==> config.mk <==
export PLATFORM = sky130hd
export DESIGN_NAME = mct_flat
export DESIGN_NICKNAME = d
export VERILOG_FILES = /design/src/rtl/mct_if.sv /design/src/rtl/mct.sv /design/src/flat_wrapper.sv
export SDC_FILE = /design/constraint.sdc
export NUM_CORES = 1
export LEC_CHECK = 0
export BUFFER_PORTS_ARGS = -buffer_cell sky130_fd_sc_hd__buf_2
export CAP_MARGIN = 5
export CORE_ASPECT_RATIO = 0.75
export CORE_MARGIN = 5
export CORE_UTILIZATION = 30
export DETAILED_ROUTE_END_ITERATION = 10
export GPL_ROUTABILITY_DRIVEN = 0
export PLACE_DENSITY = 0.57
export SKIP_LAST_GASP = 1
export SYNTH_ARGS = -nofsm -noshare
export SYNTH_HDL_FRONTEND = slang
export SYNTH_SLANG_ARGS = --single-unit
==> constraint.sdc <==
create_clock -name clk -period 10.3 [get_ports clk]
set_clock_uncertainty 0.15 [all_clocks]
set_input_delay 1.545 -clock clk [delete_from_list [all_inputs] [get_ports clk]]
set_output_delay 1.545 -clock clk [all_outputs]
set_load 0.1 [all_outputs]
==> src/rtl/mct_if.sv <==
// Request/response bundle between MEM/IF requesters, the memory controller and
// the 8-bit synchronous RAM.
interface mct_if #(
   parameter int ADDR_W = 17
);
   logic              mm_mct_e;
   logic              mm_mct_wr;
   logic [31:0]       mm_mct_a;
   logic [1:0]        mm_mct_len;
   logic [31:0]       mm_mct_n_i;
   logic [31:0]       mm_mct_n_o;
   logic              mm_mct_ok;

   logic              if_mct_e;
   logic [31:0]       if_mct_a;
   logic [31:0]       if_mct_n_o;
   logic              if_mct_ok;

   logic [ADDR_W-1:0] ram_a;
   logic [7:0]        ram_dout;
   logic              ram_wr;
   logic [7:0]        ram_din;

   // slave: the controller; master: requesters plus the RAM model.
   modport slave (
      input  mm_mct_e, mm_mct_wr, mm_mct_a, mm_mct_len, mm_mct_n_i,
      input  if_mct_e, if_mct_a, ram_din,
      output mm_mct_n_o, mm_mct_ok, if_mct_n_o, if_mct_ok,
      output ram_a, ram_dout, ram_wr
   );

   modport master (
      output mm_mct_e, mm_mct_wr, mm_mct_a, mm_mct_len, mm_mct_n_i,
      output if_mct_e, if_mct_a, ram_din,
      input  mm_mct_n_o, mm_mct_ok, if_mct_n_o, if_mct_ok,
      input  ram_a, ram_dout, ram_wr
   );
endinterface

==> src/rtl/mct.sv <==
// Memory controller: arbitrates MEM (priority) and IF requests and serializes
// 1/2/4-byte accesses onto an 8-bit synchronous RAM, little-endian.
module mct #(
   parameter int ADDR_W = 17
) (
   input  logic clk,
   input  logic rst,
   mct_if.slave bus
);
   typedef enum logic [1:0] {IDLE, RD, WR, DONE} state_t;

   state_t            r_state;
   logic              r_src;
   logic [ADDR_W-1:0] r_base;
   logic [2:0]        r_n;
   logic [2:0]        r_cnt;
   logic [31:0]       r_wdata;
   logic [31:0]       r_asm;
   logic [31:0]       r_mm_n_o;
   logic [31:0]       r_if_n_o;
   logic              r_mm_ok;
   logic              r_if_ok;
   logic [ADDR_W-1:0] r_ram_a;
   logic [7:0]        r_ram_dout;
   logic              r_ram_wr;

   logic [2:0]        w_cnt_inc;
   logic [2:0]        w_mm_n;
   logic [ADDR_W-1:0] w_addr_next;
   logic [7:0]        w_wbyte_next;
   logic [31:0]       w_asm_next;
   logic              w_unused;

   assign w_cnt_inc    = r_cnt + 3'd1;
   assign w_addr_next  = r_base + ADDR_W'(w_cnt_inc);
   assign w_wbyte_next = r_wdata[{w_cnt_inc[1:0], 3'b000} +: 8];
   assign w_mm_n       = (bus.mm_mct_len == 2'd0) ? 3'd1 :
                         (bus.mm_mct_len == 2'd1) ? 3'd2 : 3'd4;
   assign w_unused     = &{1'b0, bus.mm_mct_a[31:ADDR_W], bus.if_mct_a[31:ADDR_W]};

   // Read data arriving while r_cnt == k+1 belongs to byte lane k.
   generate
      for (genvar gi = 0; gi < 4; gi++) begin : g_lane
         assign w_asm_next[8*gi +: 8] = (r_cnt == 3'(gi + 1)) ? bus.ram_din
                                                             : r_asm[8*gi +: 8];
      end
   endgenerate

   always_ff @(posedge clk or negedge rst) begin
      if (!rst) begin
         r_state    <= IDLE;
         r_src      <= 1'b0;
         r_base     <= '0;
         r_n        <= 3'd0;
         r_cnt      <= 3'd0;
         r_wdata    <= 32'd0;
         r_asm      <= 32'd0;
         r_mm_n_o   <= 32'd0;
         r_if_n_o   <= 32'd0;
         r_mm_ok    <= 1'b0;
         r_if_ok    <= 1'b0;
         r_ram_a    <= '0;
         r_ram_dout <= 8'd0;
         r_ram_wr   <= 1'b0;
      end else begin
         r_mm_ok <= 1'b0;
         r_if_ok <= 1'b0;
         case (r_state)
            IDLE: begin
               if (bus.mm_mct_e) begin
                  r_src      <= 1'b0;
                  r_base     <= bus.mm_mct_a[ADDR_W-1:0];
                  r_n        <= w_mm_n;
                  r_cnt      <= 3'd0;
                  r_wdata    <= bus.mm_mct_n_i;
                  r_asm      <= 32'd0;
                  r_ram_a    <= bus.mm_mct_a[ADDR_W-1:0];
                  r_ram_dout <= bus.mm_mct_n_i[7:0];
                  r_ram_wr   <= bus.mm_mct_wr;
                  r_state    <= bus.mm_mct_wr ? WR : RD;
               end else if (bus.if_mct_e) begin
                  r_src      <= 1'b1;
                  r_base     <= bus.if_mct_a[ADDR_W-1:0];
                  r_n        <= 3'd4;
                  r_cnt      <= 3'd0;
                  r_wdata    <= 32'd0;
                  r_asm      <= 32'd0;
                  r_ram_a    <= bus.if_mct_a[ADDR_W-1:0];
                  r_ram_dout <= 8'd0;
                  r_ram_wr   <= 1'b0;
                  r_state    <= RD;
               end
            end
            WR: begin
               if (r_cnt == r_n - 3'd1) begin
                  r_ram_wr <= 1'b0;
                  r_mm_ok  <= 1'b1;
                  r_state  <= DONE;
               end else begin
                  r_cnt      <= w_cnt_inc;
                  r_ram_a    <= w_addr_next;
                  r_ram_dout <= w_wbyte_next;
               end
            end
            RD: begin
               r_asm <= w_asm_next;
               r_cnt <= w_cnt_inc;
               if (r_cnt < r_n - 3'd1) begin
                  r_ram_a <= w_addr_next;
               end
               // The final byte lands one cycle after the last address.
               if (r_cnt == r_n) begin
                  if (r_src) begin
                     r_if_n_o <= w_asm_next;
                     r_if_ok  <= 1'b1;
                  end else begin
                     r_mm_n_o <= w_asm_next;
                     r_mm_ok  <= 1'b1;
                  end
                  r_state <= DONE;
               end
            end
            DONE: begin
               r_state <= IDLE;
            end
            default: begin
               r_state <= IDLE;
            end
         endcase
      end
   end

   assign bus.mm_mct_n_o = r_mm_n_o;
   assign bus.mm_mct_ok  = r_mm_ok;
   assign bus.if_mct_n_o = r_if_n_o;
   assign bus.if_mct_ok  = r_if_ok;
   assign bus.ram_a      = r_ram_a;
   assign bus.ram_dout   = r_ram_dout;
   assign bus.ram_wr     = r_ram_wr;
endmodule

==> src/flat_wrapper.sv <==
// flat-port wrapper written by rule: the top's interface ports become plain ports
module mct_flat 
#(
   parameter int ADDR_W = 17
)
  (clk, rst, bus_mm_mct_e, bus_mm_mct_wr, bus_mm_mct_a, bus_mm_mct_len, bus_mm_mct_n_i, bus_if_mct_e, bus_if_mct_a, bus_ram_din, bus_mm_mct_n_o, bus_mm_mct_ok, bus_if_mct_n_o, bus_if_mct_ok, bus_ram_a, bus_ram_dout, bus_ram_wr);
  mct_if #(.ADDR_W(ADDR_W)) bus_i ();
  input  logic clk;
  input  logic rst;
  input wire logic [$bits(bus_i.mm_mct_e)-1:0] bus_mm_mct_e;
  input wire logic [$bits(bus_i.mm_mct_wr)-1:0] bus_mm_mct_wr;
  input wire logic [$bits(bus_i.mm_mct_a)-1:0] bus_mm_mct_a;
  input wire logic [$bits(bus_i.mm_mct_len)-1:0] bus_mm_mct_len;
  input wire logic [$bits(bus_i.mm_mct_n_i)-1:0] bus_mm_mct_n_i;
  input wire logic [$bits(bus_i.if_mct_e)-1:0] bus_if_mct_e;
  input wire logic [$bits(bus_i.if_mct_a)-1:0] bus_if_mct_a;
  input wire logic [$bits(bus_i.ram_din)-1:0] bus_ram_din;
  output wire logic [$bits(bus_i.mm_mct_n_o)-1:0] bus_mm_mct_n_o;
  output wire logic [$bits(bus_i.mm_mct_ok)-1:0] bus_mm_mct_ok;
  output wire logic [$bits(bus_i.if_mct_n_o)-1:0] bus_if_mct_n_o;
  output wire logic [$bits(bus_i.if_mct_ok)-1:0] bus_if_mct_ok;
  output wire logic [$bits(bus_i.ram_a)-1:0] bus_ram_a;
  output wire logic [$bits(bus_i.ram_dout)-1:0] bus_ram_dout;
  output wire logic [$bits(bus_i.ram_wr)-1:0] bus_ram_wr;
  assign bus_i.mm_mct_e = bus_mm_mct_e;
  assign bus_i.mm_mct_wr = bus_mm_mct_wr;
  assign bus_i.mm_mct_a = bus_mm_mct_a;
  assign bus_i.mm_mct_len = bus_mm_mct_len;
  assign bus_i.mm_mct_n_i = bus_mm_mct_n_i;
  assign bus_i.if_mct_e = bus_if_mct_e;
  assign bus_i.if_mct_a = bus_if_mct_a;
  assign bus_i.ram_din = bus_ram_din;
  assign bus_mm_mct_n_o = bus_i.mm_mct_n_o;
  assign bus_mm_mct_ok = bus_i.mm_mct_ok;
  assign bus_if_mct_n_o = bus_i.if_mct_n_o;
  assign bus_if_mct_ok = bus_i.if_mct_ok;
  assign bus_ram_a = bus_i.ram_a;
  assign bus_ram_dout = bus_i.ram_dout;
  assign bus_ram_wr = bus_i.ram_wr;
  mct #(.ADDR_W(ADDR_W)) u_core (.clk(clk), .rst(rst), .bus(bus_i));
endmodule
**After elaboration in Yosys (flattened, before gate mapping)**

Cells that the tools add are included.

- Add/sub/neg operators: 3
- Order comparisons: 1
- Eq/ne operators: 15
- Shift-type cells: 1
- Mux-type cells: 44
- Bitwise gates (word level): 1
- Reduce and logical (&&, ||, !) cells: 15

Operators by type and width:

| kind | number |
|---|---|
| two-way mux 32 bit | 3 |
| two-way mux 17 bit | 4 |
| one-hot mux 32 bit (2 select lines) | 1 |
| two-way mux 8 bit | 7 |
| one-hot mux 17 bit (3 select lines) | 1 |
| indexed part select 32 x 6 -> 8 bit | 1 |
| two-way mux 3 bit | 7 |
| AND reduction 3 bit | 6 |
| adder 17 x 3 -> 17 bit | 1 |
| one-hot mux 8 bit (2 select lines) | 1 |
| two-way mux 1 bit | 11 |
| two-way mux 2 bit | 5 |
| one-hot mux 3 bit (3 select lines) | 1 |
| one-hot mux 2 bit (4 select lines) | 1 |
| equality test 3 x 2 -> 1 bit, second input constant | 2 |
| equality test 3 bit | 2 |
| != test 2 x 1 -> 1 bit, second input constant | 3 |
| nonzero test 2 bit | 3 |
| equality test 2 x 1 -> 1 bit, second input constant | 2 |
| equality test 2 bit, second input constant | 2 |
| zero test 2 bit | 2 |
| one-hot mux 1 bit (2 select lines) | 2 |
| AND reduction 2 bit | 2 |
| AND reduction 4 bit | 1 |
| other kinds (9) | 9 |

- Register bits: 182
- Input port bits: 111
- Output and inout port bits: 92

**Longest topological paths before layout**

Gate-level depths: netlist (run 1).

- Depth after elaboration: 4
- Gate-level depth with buffers: 11
- Mapped depth without buffers: 9

**Worst setup path after synthesis (run 1)**

OpenSTA, ideal clock, no wires.

- Kind: reg2reg
- From: reg u_core.r_cnt[0]
- To: reg u_core.r_ram_a[12], in the netlist u_core.bus.ram_a[12]
- Setup time: 69 ps
- Data arrival time: 3392 ps
- Data required time: 10081 ps
- Path slack: 6689 ps
- Stages on the path, launching flop included: 12
- Path buffers: 2
- Cell sequence: dfrtp_1 buf_1 inv_1 ha_1 clkbuf_1 inv_1 fa_1 nor2b_1 o21ai_1 or4_2 a31oi_1 mux2_2

- Longest elaborated chain between the ends: 4
- Elaborated cells between the ends (all ways): 10

Ends and longest elaborated chain:

| element | line | RTL |
|---|---|---|
| from (decl) | mct.sv:16 | `logic [2:0] r_cnt;` |
| from (signal assigned) | mct.sv:100 | `r_cnt <= w_cnt_inc;` |
| from (signal assigned) | mct.sv:107 | `r_cnt <= w_cnt_inc;` |
| adder 3 x 1 -> 3 bit | mct.sv:34 | `assign w_cnt_inc = r_cnt + 3'd1;` |
| adder 17 x 3 -> 17 bit | mct.sv:35 | `assign w_addr_next = r_base + ADDR_W'(w_cnt_inc);` |
| two-way mux 17 bit, on equally long branches | mct.sv:108, mct.sv:95 |  |
| one-hot mux 17 bit (3 select lines) | mct.sv:68 | `case (r_state)` |
| to (signal assigned) | mct.sv:77 | `r_ram_a <= bus.mm_mct_a[ADDR_W-1:0];` |
| to (signal assigned) | mct.sv:88 | `r_ram_a <= bus.if_mct_a[ADDR_W-1:0];` |
| to (signal assigned) | mct.sv:109 | `r_ram_a <= w_addr_next;` |
| to (decl) | mct.sv:23 | `logic [ADDR_W-1:0] r_ram_a;` |

Several ways; a longest one is shown, not always the timed one. The select of a mux whose other input is x is not followed.
A chain may end at the register's enable or synchronous reset.

**Worst setup path after layout (run 1)**

- From: in bus_mm_mct_e
- To: reg u_core.r_ram_a[16], in the netlist u_core.bus.ram_a[16]

- Longest elaborated chain between the ends: 2
- Elaborated cells between the ends (all ways): 4

Ends and longest elaborated chain:

| element | line | RTL |
|---|---|---|
| from (decl) | flat_wrapper.sv:10 | `input wire logic [$bits(bus_i.mm_mct_e)-1:0] bus_mm_mct_e;` |
| != test 3 bit (no line) / two-way mux 17 bit (equally long branches) | - |  |
| AND reduction 4 bit (no line) / one-hot mux 17 bit (3 select lines) (equally long branches) | - |  |
| to (signal assigned) | mct.sv:77 |  |
| to (signal assigned) | mct.sv:88 |  |
| to (signal assigned) | mct.sv:101 | `r_ram_a <= w_addr_next;` |

Several ways; a longest one is shown, not always the timed one.

==> flow_metrics.env, run 1 <==
export IMPL_fmax_mhz=234.9
export IMPL_ys_ff_latch=182
export IMPL_die_w_um=201.3
export IMPL_cts_tree="done"
export IMPL_initial_core_util=0.3050
export IMPL_clockBufferDepth=2
export IMPL_num_rows=52
export IMPL_seq_area_frac_synth=0.5530
export IMPL_h_tree_depth=4
export IMPL_synth_nets=863
export IMPL_nets=1007
export IMPL_synth_top_cell_by_area="dfrtp_1"
export IMPL_crit_type="input pin to register"
export IMPL_yosysMostFrequentCell="dfrtp_1"
export IMPL_worstPathMaxFanout=21
export IMPL_fp_coreArea_sq_um=27000
export IMPL_cts_setup_buffers=0
export IMPL_root_buffer="clkbuf_16"
export IMPL_slew_headroom=0.2734
export IMPL_via_per_inst=4.883
export IMPL_post_route_min_period_ns=4.257
export IMPL_drc=0
export IMPL_crit_buf_inv=2
export IMPL_place_inst=1210
export IMPL_finalHoldViolCount=0
export IMPL_synth_top_area_frac=0.5530
export IMPL_pin_count=203
export IMPL_antenna_found_initial=1
export IMPL_setup_tns_ns=0
export IMPL_path_cells="buf_2 > or3_1 > nand2_1 > nor2_1 > buf_4 > mux2_2"
export IMPL_drtPass1Iterations=4
export IMPL_outcome="finished, final reports clean"
export IMPL_fin_cells=1243
export IMPL_grt_pass1_vias=6156
export IMPL_critPathCaptureType="register"
export IMPL_synthArstFlopShare=1.000
export IMPL_cts_made_buffers=17
export IMPL_ctsHoldBuffers=0
export IMPL_drive_gt1_frac=0.2795
export IMPL_worstPathRequired_ns=10.47
export IMPL_syn2layout_area_growth_pct=21.42
export IMPL_die_area_sq_um=30900
export IMPL_ys_warn_count=0
export IMPL_wl_per_cell_um=18.28
export IMPL_worst_slew_pin_slew_ns=1.088
export IMPL_cp_top_family="simple AND/OR/NAND/NOR gates"
export IMPL_synth_flop_cell="dfrtp_1"
export IMPL_synth_area_sq_um=8235
export IMPL_synth_common_cells="182 x dfrtp_1, 70 x o21ai_0, 65 x a22o_1, 65 x nand2_1, 58 x mux2i_1"
export IMPL_synth_edf_count=0
export IMPL_hpwl_um=15540
export IMPL_ant_nets=0
export IMPL_grt_pass1_wl_um=36060
export IMPL_netlist_top_cells_area="dfrtp_1 55%, mux2i_1 7.0%, a22o_1 6.9%"
export IMPL_rsz0062_at_grt="no"
export IMPL_cp_arrival_ns=4.42
export IMPL_num_vias=6069
export IMPL_finalSetupViolations=0
export IMPL_min_path_type="register to register"
export IMPL_grt_max_degree=72
export IMPL_slowest_delay_ns=0.84
export IMPL_startpoint_type="input pin"
export IMPL_clkLatencyLatePin_ns=0.44
export IMPL_yosys_cell_types_count=47
export IMPL_slew_viol_final=0
export IMPL_clkSinkCount=182
export IMPL_crit_slowest_cell="nor2_1"
export IMPL_die_h_um=153.5
export IMPL_grt_total_usage=0.1478
export IMPL_timing_final_crit_share=0.4133
export IMPL_drt_initial_drc_count=261
export IMPL_avgSynthCellArea_sq_um=11.22
export IMPL_netlist_instances=734
export IMPL_wl_um=22720
export IMPL_cts_clk_slew_worst_paths_ns=0.07
export IMPL_grt_overflow=0
export IMPL_cap_violations=0
export IMPL_cts_resized=0
export IMPL_io_buffer_count=172
==> path summary, 6_finish.rpt <==
check	slack, ns	startpoint	depth (start not counted)	endpoint
hold / removal	0.32	u_core.bus.if_mct_n_o[6]$_DFFE_PN0P_	2	u_core.bus.if_mct_n_o[6]$_DFFE_PN0P_
setup reg to reg	6.10	u_core.r_cnt[0]$_DFFE_PN0P_	9	u_core.bus.ram_a[16]$_DFFE_PN0P_
max in group asynchronous	7.71	rst	2	u_core.r_wdata[23]$_DFFE_PN0P_
setup / recovery	6.04	bus_mm_mct_e	6	u_core.bus.ram_a[16]$_DFFE_PN0P_
min in group asynchronous	0.97	rst	1	u_core.r_asm[18]$_DFFE_PN0P_
hold reg to reg	0.32	u_core.bus.if_mct_n_o[6]$_DFFE_PN0P_	2	u_core.bus.if_mct_n_o[6]$_DFFE_PN0P_
==> kinds of logic after synthesis <==
logic type / Yosys count / share of synthesized area
adder cells (fa/ha/maj): 18 / 0.02826
flip-flops: 182 / 0.5530
XOR/XNOR: 11 / 0.01170
multiplexers: 83 / 0.1156
AO/OA/AOI/OAI: 219 / 0.1765
AND/OR/NAND/NOR: 145 / 0.07976
buffers and inverters: 76 / 0.03509
==> registers in the layout, indices dropped and copies added (netlist names) <==
register and flops:
u_core.bus.if_mct_n_o 32, u_core.bus.if_mct_ok 1, u_core.bus.mm_mct_n_o 32, u_core.bus.mm_mct_ok 1
u_core.bus.ram_a 17, u_core.bus.ram_dout 8, u_core.bus.ram_wr 1, u_core.r_asm 32
u_core.r_base 17, u_core.r_cnt 3, u_core.r_n 3, u_core.r_src 1
u_core.r_state 2, u_core.r_wdata 32
==> layer usage <==
| metal | up-vias | wire, um | global-route usage |
|---|---|---|---|
| met5 | - | 0 | 0 |
| met4 | 0 | 184 | 0.03448 |
| li1 | 2936 | - | - |
| met3 | 13 | 1155 | 0.03601 |
| met2 | 144 | 9624 | 0.2093 |
| met1 | 2976 | 11760 | 0.2269 |
==> final cells by class <==
type	count	area, sq um
Antenna cell	1	2.502
Sequential cell	182	4554
Multi-Input combinational cell	476	3410
Inverter	22	82.58
Clock inverter	15	163.9
Fill cell	2734	17000
Clock buffer	17	425.4
Tap cell	351	439.2
Timing Repair Buffer	179	922.1
==> cells in the final DEF (no fill, tap or decap), drive strengths merged, types with 17 or more instances in the layout <==
cell and count:
a21oi 38, mux2 17, mux2i 58, nand2 65, clkbuf 18, nor2 42, buf 178, dfrtp 182
o21ai 76, ha 17, a22o 65, inv 30
==> stage by stage <==
step / util / cell area [sq um] / worst slack [ns] / hold WS (ns)
after detailed placement: 0.3484 / 9408 / 5.523 / 0.3157
after floorplan: - / 8235 / 6.689 / 0.2985
after CTS: 0.3703 / 9997 / 5.988 / 0.3324
after global routing: 0.3703 / 10000 / 5.777 / 0.3567
after global placement: 0.3484 / 9408 / 5.590 / 0.3061
final: 0.3703 / 10000 / 6.043 / 0.3249
==> worst min-delay path: cells and delay by family (launching register included) <==
family / cells / cell delay, ns
DFF: 1 / 0.34
AOI/OAI and AO/OA: 1 / 0.06
and+or+nand+nor: 1 / 0.04
Power of run 1 is not shown: default switching activity piles up to over one toggle a cycle in this logic, so the estimate is an artifact.
==> run 2: changes to the inputs <==
- clock period: 10.3 -> 4.2 ns (I/O delays scaled with it)
==> flow_metrics.env, run 2 (same netlist as run 1, synthesis figures left out) <==
export IMPL_hpwl_um=15590
export IMPL_nets=1012
export IMPL_timing_final_crit_share=0.7876
export IMPL_slew_viol_final=0
export IMPL_crit_type="register to register"
export IMPL_die_w_um=201.3
export IMPL_slew_headroom=0.4217
export IMPL_die_area_sq_um=30900
export IMPL_finalSetupViolations=0
export IMPL_post_route_min_period_ns=3.308
export IMPL_drt_initial_drc_count=306
export IMPL_fillers=2719
export IMPL_die_h_um=153.5
export IMPL_clkSinkCount=182
export IMPL_regArea_sq_um=4554
export IMPL_cp_arrival_ns=3.54
export IMPL_placed_cell_area_sq_um=9458
export IMPL_initial_core_util=0.3050
export IMPL_layout_commonest_cell="dfrtp_1"
export IMPL_cts_clk_slew_worst_paths_ns=0.08
export IMPL_startpoint_type="register"
export IMPL_via_per_inst=4.982
export IMPL_root_buffer="clkbuf_16"
export IMPL_finalHoldViolCount=0
export IMPL_rr_worst_depth=10
export IMPL_grt_busiest_layer="met2"
export IMPL_wl_um=22580
export IMPL_cts_tree="done"
export IMPL_final_cell_mix="182 x dfrtp_1, 171 x buf_2, 70 x o21ai_0"
export IMPL_grt_total_usage=0.1462
export IMPL_h_tree_depth=4
export IMPL_cpMostUsedCell="inv_1"
export IMPL_met3_usage=0.04025
export IMPL_grt_pass1_vias=6328
export IMPL_worst_slew_pin_slew_ns=0.8674
export IMPL_multi_input_area_sq_um=3410
export IMPL_drive_gt1_frac=0.2835
export IMPL_rsz0062_at_grt="no"
export IMPL_cts_resized=0
export IMPL_io_buffer_count=172
export IMPL_clockBufferDepth=2
export IMPL_num_vias=6217
export IMPL_wl_per_cell_um=18.09
export IMPL_fmax_mhz=302.3
export IMPL_cts_made_buffers=17
export IMPL_clkLatencyLatePin_ns=0.43
export IMPL_ant_nets=0
export IMPL_ctsHoldBuffers=0
export IMPL_path_cells="inv_1 > ha_1 > buf_4 > inv_1 > fa_1 > nor2b_1 > o21ai_1 > or4_2 > a31oi_1 > mux2_2"
export IMPL_fp_coreArea_sq_um=27000
export IMPL_setup_tns_ns=0
export IMPL_crit_slowest_cell="or4_2"
export IMPL_grt_pass1_wl_um=35780
export IMPL_min_path_type="input pin to asynchronous set/reset pin"
export IMPL_worstPathRequired_ns=4.43
export IMPL_drtPass1Iterations=5
export IMPL_use_met2=0.2159
export IMPL_finalInstanceArea_sq_um=10040
export IMPL_cap_violations=0
export IMPL_slowest_delay_ns=0.59
export IMPL_syn2layout_area_growth_pct=21.94
export IMPL_place_ws_ns=0.9275
export IMPL_gr_usage_met1=0.2131
export IMPL_grt_overflow=0
export IMPL_pin_count=203
export IMPL_cts_setup_buffers=0
export IMPL_grt_max_degree=103
export IMPL_antenna_found_initial=1
export IMPL_outcome="finished, final reports clean"
export IMPL_setup_slack_ns=0.8921
export IMPL_num_rows=52
export IMPL_critPathCaptureType="register"
export IMPL_worstPathMaxFanout=10
export IMPL_drc=0
## run 2: critical path, delay by kind of cell (launching register included)
kind                     cells  cell delay [ns]
multiplexers                 1             0.16
adder cells (fa/ha/maj)      2             0.75
AO/OA/AOI/OAI                2             0.42
buffers and inverters        3             0.48
flip-flops                   1             0.44
AND/OR/NAND/NOR              2             0.84
## run 2: per-layer routing
layer / share of wire / wire (um)
met5: 0 / 0
met4: 0.013 / 284
met3: 0.055 / 1244
met2: 0.43 / 9642
met1: 0.51 / 11410
## run 2: path summary, 6_finish.rpt
check,startpoint,end,slack [ns]
hold / removal,rst,u_core.bus.mm_mct_n_o[18]$_DFFE_PN0P_,0.15
hold reg to reg,u_core.bus.if_mct_n_o[0]$_DFFE_PN0P_,u_core.bus.if_mct_n_o[0]$_DFFE_PN0P_,0.33
setup / recovery,u_core.r_cnt[0]$_DFFE_PN0P_,u_core.bus.ram_a[12]$_DFFE_PN0P_,0.89
setup reg to reg,u_core.r_cnt[0]$_DFFE_PN0P_,u_core.bus.ram_a[12]$_DFFE_PN0P_,0.89
min in group clk,bus_mm_mct_len[0],u_core.r_n[0]$_DFFE_PN0P_,0.24
max in group asynchronous,rst,u_core.bus.ram_dout[7]$_DFFE_PN0P_,2.87
## run 2: through the flow
stage / std cells / hold slack (ns) / utilization
global route: 1248 / 0.2112 / 0.3719
detailed placement: 1215 / 0.3164 / 0.3503
CTS: 1247 / 0.1759 / 0.3718
floorplan: 734 / 0.1844 / -
finish: 1248 / 0.1499 / 0.3719
global placement: 1215 / 0.3064 / 0.3503
## run 2: layout make-up
class / count / share of cell area
Sequential cell: 182 / 0.4535
Multi-Input combinational cell: 476 / 0.3395
Timing Repair Buffer: 184 / 0.09681
Tap cell: 351 / 0.04373
Clock buffer: 17 / 0.04236
Clock inverter: 15 / 0.01557
Inverter: 22 / 0.008223
Antenna cell: 1 / 0.0002492
Power of run 2 is left out for the same reason.
==> run 3: changes to the inputs <==
- clock period: 4.2 -> 3.4 ns (I/O delays scaled with it)
==> flow_metrics.env, run 3 (same netlist as run 1, synthesis figures left out) <==
export IMPL_final_cell_mix="182 x dfrtp_1, 171 x buf_2, 70 x o21ai_0"
export IMPL_rsz0062_at_grt="no"
export IMPL_drtPass1Iterations=5
export IMPL_cts_tree="done"
export IMPL_cpMostUsedCell="inv_1"
export IMPL_die_w_um=201.3
export IMPL_syn2layout_area_growth_pct=22.38
export IMPL_layout_commonest_cell="dfrtp_1"
export IMPL_nets=1014
export IMPL_post_route_min_period_ns=3.052
export IMPL_timing_rr_start="u_core.r_cnt[0]$_DFFE_PN0P_"
export IMPL_root_buffer="clkbuf_16"
export IMPL_grt_pass1_wl_um=36340
export IMPL_die_h_um=153.5
export IMPL_cts_made_buffers=17
export IMPL_crit_slowest_cell="or4_2"
export IMPL_grt_total_usage=0.1483
export IMPL_critPathCaptureType="register"
export IMPL_worst_slew_pin_slew_ns=0.7726
export IMPL_rr_worst_depth=9
export IMPL_slowest_delay_ns=0.58
export IMPL_io_buffer_count=172
export IMPL_path_depth=9
export IMPL_clockBufferDepth=2
export IMPL_ctsHoldBuffers=0
export IMPL_num_vias=6154
export IMPL_pin_count=203
export IMPL_min_path_type="input pin to asynchronous set/reset pin"
export IMPL_antenna_cells=0
export IMPL_h_tree_depth=4
export IMPL_via_per_inst=4.927
export IMPL_wl_um=22540
export IMPL_clkLatencyLatePin_ns=0.44
export IMPL_ant_nets=0
export IMPL_drt_initial_drc_count=311
export IMPL_timing_final_crit_share=0.8978
export IMPL_grt_pass1_vias=6334
export IMPL_outcome="finished, final reports clean"
export IMPL_grt_overflow=0
export IMPL_slew_viol_final=0
export IMPL_slew_headroom=0.4850
export IMPL_cts_resized=0
export IMPL_worstPathMaxFanout=8
export IMPL_path_cells="inv_1 > ha_1 > inv_1 > fa_1 > nor2b_1 > o21ai_1 > or4_2 > a31oi_1 > mux2_2"
export IMPL_startpoint_type="register"
export IMPL_drive_gt1_frac=0.2851
export IMPL_num_rows=52
export IMPL_crit_buf_inv=2
export IMPL_crit_start="u_core.r_cnt[0]$_DFFE_PN0P_"
export IMPL_initial_core_util=0.3050
export IMPL_worstPathRequired_ns=3.62
export IMPL_setup_slack_ns=0.3476
export IMPL_wl_per_cell_um=18.04
export IMPL_finalHoldViolCount=0
export IMPL_fp_coreArea_sq_um=27000
export IMPL_antenna_found_initial=0
export IMPL_finalSetupViolations=0
export IMPL_regArea_sq_um=4554
export IMPL_multi_input_area_sq_um=3410
export IMPL_cts_setup_buffers=0
export IMPL_crit_type="register to register"
export IMPL_drc=0
export IMPL_cap_violations=0
export IMPL_hpwl_um=15640
export IMPL_cp_endpoint="u_core.bus.ram_a[12]$_DFFE_PN0P_"
export IMPL_cp_arrival_ns=3.28
export IMPL_worstReg2RegEnd="u_core.bus.ram_a[12]$_DFFE_PN0P_"
export IMPL_place_ws_ns=0.3851
export IMPL_fmax_mhz=327.6
export IMPL_die_area_sq_um=30900
export IMPL_grt_max_degree=92
export IMPL_clkSinkCount=182
export IMPL_reg2reg_slack_ns=0.35
export IMPL_cp_top_family="simple AND/OR/NAND/NOR gates"
export IMPL_setup_tns_ns=0
export IMPL_cts_clk_slew_worst_paths_ns=0.08
export IMPL_fillers=2684
run 3: through the flow:
stage	instances	hold slack, ns	instance area [sq um]	utilization
after floorplan	734	0.06441	8237	-
after global placement	1217	0.3065	9498	0.3518
after detailed placement	1217	0.3165	9498	0.3518
after CTS	1249	0.01910	10080	0.3733
after global routing	1249	0.05360	10080	0.3733
final	1249	0.008505	10080	0.3733
run 3: how the worst min path moves through the flow:
| stage | end | startpoint | cells after the start | slack [ns] |
|---|---|---|---|---|
| floorplan | u_core.bus.if_mct_n_o[0]$_DFFE_PN0P_ | rst | 0 | 0.06 |
| global placement | u_core.bus.if_mct_n_o[27]$_DFFE_PN0P_ | u_core.bus.if_mct_n_o[27]$_DFFE_PN0P_ | 2 | 0.31 |
| detailed placement | u_core.bus.if_mct_n_o[5]$_DFFE_PN0P_ | u_core.bus.if_mct_n_o[5]$_DFFE_PN0P_ | 2 | 0.32 |
| CTS | u_core.bus.mm_mct_n_o[19]$_DFFE_PN0P_ | rst | 1 | 0.02 |
| global route | u_core.r_asm[18]$_DFFE_PN0P_ | rst | 1 | 0.05 |
| finish | u_core.bus.mm_mct_n_o[18]$_DFFE_PN0P_ | rst | 1 | 0.009 |
run 3: area by class of cell:
type                            instances  share of cell area
Inverter                               22            0.008194
Sequential cell                       182              0.4519
Tap cell                              351             0.04358
Clock buffer                           17             0.04221
Multi-Input combinational cell        476              0.3383
Clock inverter                         15             0.01539
Timing Repair Buffer                  186              0.1004
run 3: per-layer routing:
metal  part of all wire  track usage
met1               0.50       0.2209
met2               0.43       0.2150
met3              0.060      0.04046
met4             0.0047      0.03481
met5                  0            0
Power of run 3 is left out for the same reason.
